[src/rtl/button_event_ctrl_pkg.sv]
// Shared definitions for the button event controller: event codes,
// per-button FSM state encoding and width helpers.
package button_event_ctrl_pkg;

  // Event type codes carried on oEvtType.
  typedef enum logic [1:0] {
    EVT_PRESS   = 2'b00,
    EVT_LONG    = 2'b01,
    EVT_REPEAT  = 2'b10,
    EVT_RELEASE = 2'b11
  } evtType_t;

  // Per-button FSM states.
  typedef enum logic [2:0] {
    ST_IDLE      = 3'd0,
    ST_DEB_PRESS = 3'd1,
    ST_PRESSED   = 3'd2,
    ST_HELD      = 3'd3,
    ST_DEB_REL   = 3'd4
  } btnState_t;

  // Ceiling log2; clog2(1) = 0.
  function automatic int clog2(input int value);
    int result;
    result = 0;
    for (int i = 0; i < 31; i++) begin
      if ((32'sd1 <<< i) < value) begin
        result = i + 1;
      end else begin
        result = result;
      end
    end
    return result;
  endfunction

  // Width of a counter that must hold 0..maxVal, never below 1 bit.
  function automatic int cntWidth(input int maxVal);
    return (clog2(maxVal + 1) < 1) ? 1 : clog2(maxVal + 1);
  endfunction

  // Width of the button index bus: max(1, clog2(n)).
  function automatic int idWidth(input int n);
    return (clog2(n) < 1) ? 1 : clog2(n);
  endfunction

endpackage

[src/rtl/button_event_fsm.sv]
// One button: debounce/hold FSM with millisecond timers plus a single-entry
// pending event slot that the arbiter drains.
module button_event_fsm
  import button_event_ctrl_pkg::*;
#(
  parameter int P_DEBOUNCE_MS = 20,
  parameter int P_LONG_MS     = 1000,
  parameter int P_REPEAT_MS   = 200
) (
  input  logic       iClk,
  input  logic       iRstn,
  input  logic       iTick,
  input  logic       iLevel,
  input  logic       iGrant,
  output logic       oPendValid,
  output logic [1:0] oPendType,
  output logic       oDrop
);

  localparam int TW = cntWidth((P_LONG_MS > P_REPEAT_MS) ? P_LONG_MS : P_REPEAT_MS);
  localparam int DW = cntWidth(P_DEBOUNCE_MS);
  localparam logic [DW-1:0] DEB_LAST    = DW'(P_DEBOUNCE_MS - 1);
  localparam logic [TW-1:0] LONG_LAST   = TW'(P_LONG_MS - 1);
  localparam logic [TW-1:0] REPEAT_LAST = TW'(P_REPEAT_MS - 1);

  btnState_t     state, stateNext;
  logic [TW-1:0] timer, timerNext;     // hold timer, frozen while debouncing a release
  logic [DW-1:0] debCnt, debCntNext;   // debounce tick counter for both edges
  logic          retHeld, retHeldNext; // DEB_REL resumes into HELD when set
  logic          emit;
  evtType_t      emitType;

  // FSM state, timers and return flag registers.
  always_ff @(posedge iClk or negedge iRstn) begin
    if (!iRstn) begin
      state   <= ST_IDLE;
      timer   <= '0;
      debCnt  <= '0;
      retHeld <= 1'b0;
    end else begin
      state   <= stateNext;
      timer   <= timerNext;
      debCnt  <= debCntNext;
      retHeld <= retHeldNext;
    end
  end

  // Next-state, timer updates and event emission.
  always_comb begin
    stateNext   = state;
    timerNext   = timer;
    debCntNext  = debCnt;
    retHeldNext = retHeld;
    emit        = 1'b0;
    emitType    = EVT_PRESS;
    case (state)
      ST_IDLE: begin
        if (iLevel) begin
          stateNext  = ST_DEB_PRESS;
          debCntNext = '0;
          timerNext  = '0;
        end else begin
          stateNext = ST_IDLE;
        end
      end
      ST_DEB_PRESS: begin
        if (!iLevel) begin
          stateNext = ST_IDLE;
        end else if (iTick) begin
          if (debCnt == DEB_LAST) begin
            stateNext = ST_PRESSED;
            timerNext = '0;
            emit      = 1'b1;
            emitType  = EVT_PRESS;
          end else begin
            debCntNext = debCnt + DW'(1);
          end
        end else begin
          stateNext = ST_DEB_PRESS;
        end
      end
      ST_PRESSED: begin
        if (!iLevel) begin
          stateNext   = ST_DEB_REL;
          debCntNext  = '0;
          retHeldNext = 1'b0;
        end else if (iTick) begin
          if (timer == LONG_LAST) begin
            stateNext = ST_HELD;
            timerNext = '0;
            emit      = 1'b1;
            emitType  = EVT_LONG;
          end else begin
            timerNext = timer + TW'(1);
          end
        end else begin
          stateNext = ST_PRESSED;
        end
      end
      ST_HELD: begin
        if (!iLevel) begin
          stateNext   = ST_DEB_REL;
          debCntNext  = '0;
          retHeldNext = 1'b1;
        end else if (iTick) begin
          if (timer == REPEAT_LAST) begin
            timerNext = '0;
            emit      = 1'b1;
            emitType  = EVT_REPEAT;
          end else begin
            timerNext = timer + TW'(1);
          end
        end else begin
          stateNext = ST_HELD;
        end
      end
      ST_DEB_REL: begin
        // A bounce back to 1 resumes the hold phase with its timer intact.
        if (iLevel) begin
          stateNext = retHeld ? ST_HELD : ST_PRESSED;
        end else if (iTick) begin
          if (debCnt == DEB_LAST) begin
            stateNext = ST_IDLE;
            emit      = 1'b1;
            emitType  = EVT_RELEASE;
          end else begin
            debCntNext = debCnt + DW'(1);
          end
        end else begin
          stateNext = ST_DEB_REL;
        end
      end
      default: begin
        stateNext = ST_IDLE;
      end
    endcase
  end

  // Pending slot: a new emit always wins; a grant alone empties the slot.
  always_ff @(posedge iClk or negedge iRstn) begin
    if (!iRstn) begin
      oPendValid <= 1'b0;
      oPendType  <= 2'b00;
    end else if (emit) begin
      oPendValid <= 1'b1;
      oPendType  <= emitType;
    end else if (iGrant) begin
      oPendValid <= 1'b0;
    end else begin
      oPendValid <= oPendValid;
    end
  end

  // Overwrite of an event that is not leaving this cycle is a drop.
  assign oDrop = emit & oPendValid & ~iGrant;

endmodule

[src/rtl/button_event_ctrl.sv]
// Debounced button event controller: shared 1 ms tick, one FSM per button,
// round-robin arbitration onto a registered valid/ready event channel.
module button_event_ctrl
  import button_event_ctrl_pkg::*;
#(
  parameter int P_BUTTON_WIDTH = 5,
  parameter int P_TICK_DIV     = 100000,
  parameter int P_DEBOUNCE_MS  = 20,
  parameter int P_LONG_MS      = 1000,
  parameter int P_REPEAT_MS    = 200
) (
  input  logic                              iClk,
  input  logic                              iRstn,
  input  logic [P_BUTTON_WIDTH-1:0]         iButtonLevel,
  output logic                              oEvtValid,
  input  logic                              iEvtReady,
  output logic [idWidth(P_BUTTON_WIDTH)-1:0] oEvtId,
  output logic [1:0]                        oEvtType,
  output logic                              oEvtDrop
);

  localparam int IDW   = idWidth(P_BUTTON_WIDTH);
  localparam int TICKW = cntWidth(P_TICK_DIV - 1);

  logic [TICKW-1:0]          tickCnt;
  logic                      wTick;
  logic [P_BUTTON_WIDTH-1:0] pendValid;
  logic [1:0]                pendType [P_BUTTON_WIDTH];
  logic [P_BUTTON_WIDTH-1:0] dropVec;
  logic [P_BUTTON_WIDTH-1:0] grantVec;
  logic [IDW-1:0]            rPtr;
  logic                      load;
  logic                      found;
  logic [IDW-1:0]            pick;

  assign wTick = (tickCnt == TICKW'(P_TICK_DIV - 1));

  // Millisecond tick counter, wrapping at P_TICK_DIV-1.
  always_ff @(posedge iClk or negedge iRstn) begin
    if (!iRstn) begin
      tickCnt <= '0;
    end else if (wTick) begin
      tickCnt <= '0;
    end else begin
      tickCnt <= tickCnt + TICKW'(1);
    end
  end

  for (genvar g = 0; g < P_BUTTON_WIDTH; g++) begin : gBtn
    button_event_fsm #(
      .P_DEBOUNCE_MS (P_DEBOUNCE_MS),
      .P_LONG_MS     (P_LONG_MS),
      .P_REPEAT_MS   (P_REPEAT_MS)
    ) uFsm (
      .iClk       (iClk),
      .iRstn      (iRstn),
      .iTick      (wTick),
      .iLevel     (iButtonLevel[g]),
      .iGrant     (grantVec[g]),
      .oPendValid (pendValid[g]),
      .oPendType  (pendType[g]),
      .oDrop      (dropVec[g])
    );
  end

  // The output register may take a new event when empty or being accepted.
  assign load = !oEvtValid || iEvtReady;

  // Round-robin search for the first pending slot at or after rPtr.
  always_comb begin
    found = 1'b0;
    pick  = '0;
    for (int k = 0; k < P_BUTTON_WIDTH; k++) begin
      if (!found && pendValid[(int'(rPtr) + k) % P_BUTTON_WIDTH]) begin
        found = 1'b1;
        pick  = IDW'((int'(rPtr) + k) % P_BUTTON_WIDTH);
      end else begin
        found = found;
      end
    end
  end

  // One-hot grant back to the slot being moved into the output register.
  always_comb begin
    grantVec = '0;
    if (load && found) begin
      grantVec[pick] = 1'b1;
    end else begin
      grantVec = '0;
    end
  end

  // Output register, round-robin pointer and registered drop pulse.
  always_ff @(posedge iClk or negedge iRstn) begin
    if (!iRstn) begin
      oEvtValid <= 1'b0;
      oEvtId    <= '0;
      oEvtType  <= 2'b00;
      oEvtDrop  <= 1'b0;
      rPtr      <= '0;
    end else begin
      oEvtDrop <= |dropVec;
      if (load) begin
        if (found) begin
          oEvtValid <= 1'b1;
          oEvtId    <= pick;
          oEvtType  <= pendType[pick];
          rPtr      <= (pick == IDW'(P_BUTTON_WIDTH - 1)) ? '0 : pick + IDW'(1);
        end else begin
          oEvtValid <= 1'b0;
        end
      end else begin
        oEvtValid <= oEvtValid;
      end
    end
  end

endmodule

[config.mk]
export PLATFORM = sky130hd
export DESIGN_NAME = button_event_ctrl
export DESIGN_NICKNAME = d
export VERILOG_FILES = /design/src/rtl/button_event_ctrl_pkg.sv /design/src/rtl/button_event_fsm.sv /design/src/rtl/button_event_ctrl.sv
export SDC_FILE = /design/constraint.sdc
export NUM_CORES = 1
export LEC_CHECK = 0
export CAP_MARGIN = 20
export CORE_MARGIN = 4
export CORE_UTILIZATION = 64
export DETAILED_ROUTE_END_ITERATION = 8
export PLACE_DENSITY = 0.89
export SYNTH_ARGS = -nofsm -noshare
export SYNTH_HDL_FRONTEND = slang
export SYNTH_HIERARCHICAL = 1
export SYNTH_SLANG_ARGS = --single-unit
export TNS_END_PERCENT = 5
[constraint.sdc]
create_clock -name iClk -period 6.8 [get_ports iClk]
set_input_delay 1.7 -clock iClk [delete_from_list [all_inputs] [get_ports iClk]]
set_output_delay 1.7 -clock iClk [all_outputs]
set_load 0.02 [all_outputs]
==> results.yml, run 1 <==
power:
  p_leak_nw: 4.488
  irDropWorstVdd_mv: 0.1822
  pwr_density_cell_nw_per_um2: 184.3
synth:
  syn_inst: 1171
  synth_edf_count: 0
  synthTopCellsByArea: "dfrtp_1, nand2_1, ha_1"
  mappedNetlistNets: 1215
  synth_area_per_cell_um2: 8.605
  syn_area_um2: 10080
  yosys.area.top_type: "dfrtp_1"
  synth_async_sr_flop_share: 1.000
  synth-seq-area-share: 0.3402
  ys.flop_type: "dfrtp_1"
  ys_types: 100
  yosysWarningCount: 6
  ys_ff_latch: 137
  synth_top_area_frac: 0.3402
cells_and_area:
  num-fill-cells: 1119
  diodes: 0
  layout_common_cells: "dfrtp_1, nand2_1, nor2_1, o21ai_0, nand3_1"
  postLayoutCellArea_um2: 10880
  final_common_cell: "dfrtp_1"
  nets: 1198
  area_delta_synth_final_pct: 7.984
  final_util: 0.7105
  drive_above_1_share: 0.08912
route:
  detail-route-antenna-nets: 0
  firstDrtPassIters: 5
  routed_wl_um: 23460
  viasPerCell: 6.585
  drtIter0Drc: 1001
  wl_per_cell_um: 17.02
  drc: 0
  vias: 9074
status:
  status: "completed"
placed_design:
  dp_hpwl_um: 15330
  finalWeightedCongestion: 0.9767
  placed_area_um2: 10250
  port-buffer-count: 14
  place_ws_ps: 1153
critical_path:
  crit_start: "rPtr[1]$_DFFE_PN0P_"
  cp-start-kind: "register"
  r2r_end: "oEvtDrop$_DFF_PN0_"
  cp.depth: 20
  path_class: "register to register"
  cp_slowest_cell: "ha_1"
  cp.required_ps: 7110
  crit_family: "compound AO/OA/AOI/OAI gates"
  path_buf_inv: 3
  crit_chain: "inv_1, ha_1, inv_1, ha_1, nor2_1, a211oi_1, or2_1, ha_1, inv_1, o22ai_1, o21ai_1, mux2_2, o211a_2, a31oi_2, nand2_1, nor2_1, nand2b_1, nor2_1, nor3_1, nand2_1"
  reg2reg_depth: 20
  worst-r2r-setup-slack_ps: 1000
  arrival_ps: 6120
  slowest_delay_ps: 670
  timing.rr.start: "rPtr[1]$_DFFE_PN0P_"
  critical_path.endpoint_type: "register"
  crit_path_max_fanout: 17
die:
  die-height_um: 133.5
  core_area_um2: 15310
  initial_core_util: 0.6579
  ios: 15
  fp-row-count: 45
  die_w_um: 133.5
  die-area_um2: 17820
sta:
  finalCritPeriodShare: 0.8534
  postLayoutSetupSlackWorst_ps: 997.0
  rsz0062_at_grt: "false"
  fmaxAchievable_mhz: 172.3
  fin_worst_skew_ps: 11.63
  period_needed_ps: 5803
  fin_setup_tns_ps: 0
  worst_slew_pin_slew_ps: 1072
  hold_violations: 0
  relSlewSlack: 0.2853
  slew_violations: 0
  setup-violations-final: 0
clock_network:
  cts_root_buf: "clkbuf_16"
  cts_buffers: 17
  clk_latency_ps: 430
  clock_sinks: 137
  postCtsSetupRepairBufs: 0
  cts_tree: "yes"
  cts-htree-levels: 4
  cts-resized-gates: 0
  holdBufCountCts: 0
  ctsLongestPathBuffers: 2
  cts.reportedPaths.clkPinSlew_ps: 50
min_path:
  whs_path_depth: 2
  hp-start: "gBtn[1].uFsm/retHeld$_DFFE_PN0P_"
  min_path_type: "register to register"
  min_to: "gBtn[1].uFsm/retHeld$_DFFE_PN0P_"
flow_run:
  maxCapViolCount: 0
grt:
  grt-ovfl-total: 0
  track_usage: 0.2662
  grt_first_pass_wirelength_um: 39930
  grt_start_max_net_pins: 71
  antenna_found_initial: 0
  grt_pass1_vias: 8433
-- report_power, final --
part	switching, W	leakage, nW	internal, W
Combinational	0.0000795	2.34	0.0000546
Clock	0.000345	0.307	0.000652
Sequential	0.0000345	1.84	0.000840
Total	0.000459	4.49	0.00155
-- flip-flops by register name, summed over array words and instances, names as in the netlist --
register and cells:
gBtn.uFsm/debCnt 25, gBtn.uFsm/oPendType 10, gBtn.uFsm/oPendValid 5, gBtn.uFsm/retHeld 5, gBtn.uFsm/state 15, gBtn.uFsm/timer 50
oEvtDrop 1, oEvtId 3, oEvtType 2, oEvtValid 1, rPtr 3, tickCnt 17
-- worst min-delay path: stages (launching register included) --
cell	delay (ps)
dfrtp_1	350
nand2_1	50
o21ai_0	60
-- cell type report --
| type | count | area, um2 | area share |
|---|---|---|---|
| clock buffer | 25 | 495.5 | 0.04554 |
| clock inverter | 7 | 137.6 | 0.01265 |
| inverter | 44 | 165.2 | 0.01518 |
| timing repair buffer | 18 | 171.4 | 0.01575 |
| tap | 211 | 264.0 | 0.02426 |
| sequential | 137 | 3428 | 0.3151 |
| multi-input combinational | 936 | 6218 | 0.5715 |
-- Yosys cell counts (all sizes together), types with 17 or more instances --
cell / count
nor2b: 24
buf: 31
nand2: 122
nand3: 67
nand4: 19
ha: 35
dfrtp: 137
o31ai: 19
and3: 24
a22o: 17
nor3: 21
a21oi: 48
inv: 44
o22ai: 18
nand2b: 36
o21ai: 80
a31oi: 21
xnor2: 21
clkbuf: 23
or3: 20
nor2: 93
xor2: 17
-- routing by layer --
metal  part of all wire  track usage  vias to the layer above  routed length (um)
li1                   -            -                     4319                   -
met1               0.44       0.3557                     4391               10360
met2               0.49       0.4345                      300               11410
met3              0.044      0.04267                       64                1037
met4              0.028       0.1097                        0                 658
met5                  0            0                        -                   0
-- stage by stage --
step	std cells	total power (W)	hold WS (ps)
final	1378	0.002005	489.7
after global placement	1346	0.001014	467.7
after global routing	1378	0.002076	503.8
after detailed placement	1346	0.001021	468.1
after floorplan	1171	0.0009779	446.2
after CTS	1378	0.002017	493.2
-- worst max path at each step --
stage	endpoint
global route	oEvtDrop$_DFF_PN0_
floorplan	rPtr[2]$_DFFE_PN0P_
finish	oEvtDrop$_DFF_PN0_
detailed placement	oEvtDrop$_DFF_PN0_
CTS	oEvtDrop$_DFF_PN0_
global placement	oEvtDrop$_DFF_PN0_
-- kinds of logic after synthesis --
kind of cell             Yosys count  synth area share
AND/OR/NAND/NOR                  508            0.2693
AO/OA/AOI/OAI                    327            0.2345
flip-flops                       137            0.3402
buffers and inverters             98           0.04321
XOR/XNOR                          38           0.03452
adder cells (fa/ha/maj)           36           0.04545
multiplexers                      27           0.03278
No activity file was read; power rests on OpenSTA's default activity.
==> run 2, diff against run 1 <==
--- a/config.mk
+++ b/config.mk
@@ -7,9 +7,10 @@
 export LEC_CHECK = 0
 export CAP_MARGIN = 20
 export CORE_MARGIN = 4
-export CORE_UTILIZATION = 64
+export CORE_UTILIZATION = 67
 export DETAILED_ROUTE_END_ITERATION = 8
-export PLACE_DENSITY = 0.89
+export GPL_TIMING_DRIVEN = 0
+export PLACE_DENSITY = 0.92
 export SYNTH_ARGS = -nofsm -noshare
 export SYNTH_HDL_FRONTEND = slang
 export SYNTH_HIERARCHICAL = 1
==> constraint.sdc (replaced) <==
create_clock -name iClk -period 6.91 [get_ports iClk]
set_input_delay 1.7275 -clock iClk [delete_from_list [all_inputs] [get_ports iClk]]
set_output_delay 1.7275 -clock iClk [all_outputs]
set_load 0.02 [all_outputs]
==> run 2 against run 1 <==
Against the previous run:
- clock skew decreased by 6.4 ps
- maximum frequency decreased by 7.1%
- largest cell class unchanged
- worst hold slack got worse by 7.2 ps
- combinational power grew 9%
- via count grew 1.9%
- power shrank 3.9%
- sequential power shrank 2.6%
- flip-flop and latch count unchanged
- non-clock buffer count increased by 48
- die area decreased by 4.2%
- clock power fell by 6.9%
- critical endpoint unchanged
- count of clock-buffer cells in the layout shrank 7
- largest power group unchanged
==> results.yml, run 2 (same netlist as run 1, synthesis figures left out) <==
clock_network:
  cts_root_buf: "clkbuf_16"
  clk_latency_ps: 430
  cts-resized-gates: 0
  cts.reportedPaths.clkPinSlew_ps: 60
  clock_sinks: 137
  cts-htree-levels: 4
  cts_tree: "yes"
  postCtsSetupRepairBufs: 0
  cts_buffers: 17
  holdBufCountCts: 0
  ctsLongestPathBuffers: 2
flow_run:
  maxCapViolCount: 0
status:
  status: "completed"
die:
  die-height_um: 130.6
  die-area_um2: 17060
  ios: 15
  die_w_um: 130.6
  fp-row-count: 44
  core_area_um2: 14640
  initial_core_util: 0.6881
sta:
  fmaxAchievable_mhz: 160.1
  worst_slew_pin_slew_ps: 798.6
  slew_violations: 0
  whs_ps: 482.6
  setup-violations-final: 0
  finalCritPeriodShare: 0.9039
  postLayoutSetupSlackWorst_ps: 664.3
  period_needed_ps: 6246
  relSlewSlack: 0.4538
  rsz0062_at_grt: "false"
  hold_violations: 0
  fin_worst_skew_ps: 5.258
placed_design:
  dp_hpwl_um: 16100
  dp.cells: 1367
  port-buffer-count: 10
  place_ws_ps: 845.1
  finalWeightedCongestion: 0.8924
route:
  detail-route-antenna-nets: 0
  wl_per_cell_um: 16.88
  vias: 9249
  viasPerCell: 6.611
  drtIter0Drc: 782
  drc: 0
  routed_wl_um: 23620
  firstDrtPassIters: 8
critical_path:
  cp-start-kind: "register"
  cp.required_ps: 7210
  arrival_ps: 6550
  crit_path_max_fanout: 13
  path_class: "register to register"
  critical_path.endpoint_type: "register"
  reg2reg_depth: 23
grt:
  grt_start_max_net_pins: 77
  antenna_found_initial: 0
  grt_pass1_vias: 8779
  grt_first_pass_wirelength_um: 40570
  grt-ovfl-total: 0
  track_usage: 0.2894
power:
  p_total_w: 0.001926
  p_leak_nw: 4.609
  irDropWorstVdd_mv: 0.1950
  pwr_density_cell_nw_per_um2: 174.3
cells_and_area:
  final_cell_count_no_fill: 1399
  layout_common_cells: "dfrtp_1, nand2_1, nor2_1, o21ai_0, nand3_1"
  diodes: 0
  area_delta_synth_final_pct: 9.698
  largest_reg_flops: 50
  nets: 1246
  final_common_cell: "dfrtp_1"
  top_register: "gBtn.uFsm/timer"
  drive_above_1_share: 0.1111
  final_util: 0.7548
  largest_registers: "gBtn.uFsm/timer: 50 flops, gBtn.uFsm/debCnt: 25 flops, tickCnt: 17 flops"
min_path:
  whs_path_depth: 1
  min_path_type: "register to register"
run 2: final cells by class:
type | instances | area, um2
buffer | 54 | 270.3
clock buffer | 18 | 429.2
clock inverter | 14 | 175.2
fill | 982 | 3591
inverter | 44 | 165.2
multi-input combinational | 936 | 6218
sequential | 137 | 3428
tap | 184 | 230.2
timing repair buffer | 12 | 136.4
run 2: per-layer routing:
layer / share of wire / up-vias / routed length [um] / GRT usage
li1: - / 4420 / - / -
met1: 0.43 / 4411 / 10190 / 0.3763
met2: 0.49 / 346 / 11550 / 0.4821
met3: 0.052 / 72 / 1225 / 0.04390
met4: 0.028 / 0 / 660 / 0.1276
met5: 0 / - / 0 / 0
run 2: per-stage QoR:
| step | TNS [ps] | cell area [um2] |
|---|---|---|
| finish | 0 | 11050 |
| CTS | 0 | 11050 |
| global placement | -158750 | 10410 |
| floorplan | 0 | 10080 |
| global route | 0 | 11050 |
| detailed placement | 0 | 10450 |
run 2: worst max-delay path, stage by stage (launching register included):
cell and delay [ps]:
dfrtp_1 590, buf_2 320, inv_2 180, ha_1 490
buf_2 290, inv_1 130, ha_1 220, or3b_2 450
o22ai_1 190, or2_1 240, ha_1 170, o22ai_1 80
o21ai_1 410, mux2_2 430, o211a_2 330, a311o_1 390
a31o_2 290, inv_1 80, nand2_1 120, nor2_1 160
nand2b_1 140, nor2_1 50, nor3_1 240, nand2_1 110
run 2: worst paths after layout:
kind	from	end	slack, ps
min in group asynchronous	iRstn	gBtn[4].uFsm/timer[2]$_DFFE_PN0P_	1280
setup reg to reg	rPtr[0]$_DFFE_PN0P_	oEvtDrop$_DFF_PN0_	660
hold reg to reg	tickCnt[4]$_DFF_PN0_	tickCnt[4]$_DFF_PN0_	480
hold / removal	tickCnt[4]$_DFF_PN0_	tickCnt[4]$_DFF_PN0_	480
max in group asynchronous	iRstn	gBtn[3].uFsm/debCnt[3]$_DFFE_PN0P_	4870
setup / recovery	rPtr[0]$_DFFE_PN0P_	oEvtDrop$_DFF_PN0_	660
run 2: where the power goes:
part / leakage (nW) / switching (W) / internal [W]
logic: 2.48 / 0.0000886 / 0.0000572
registers: 1.84 / 0.0000256 / 0.000827
clock network: 0.286 / 0.000360 / 0.000569
total: 4.61 / 0.000474 / 0.00145
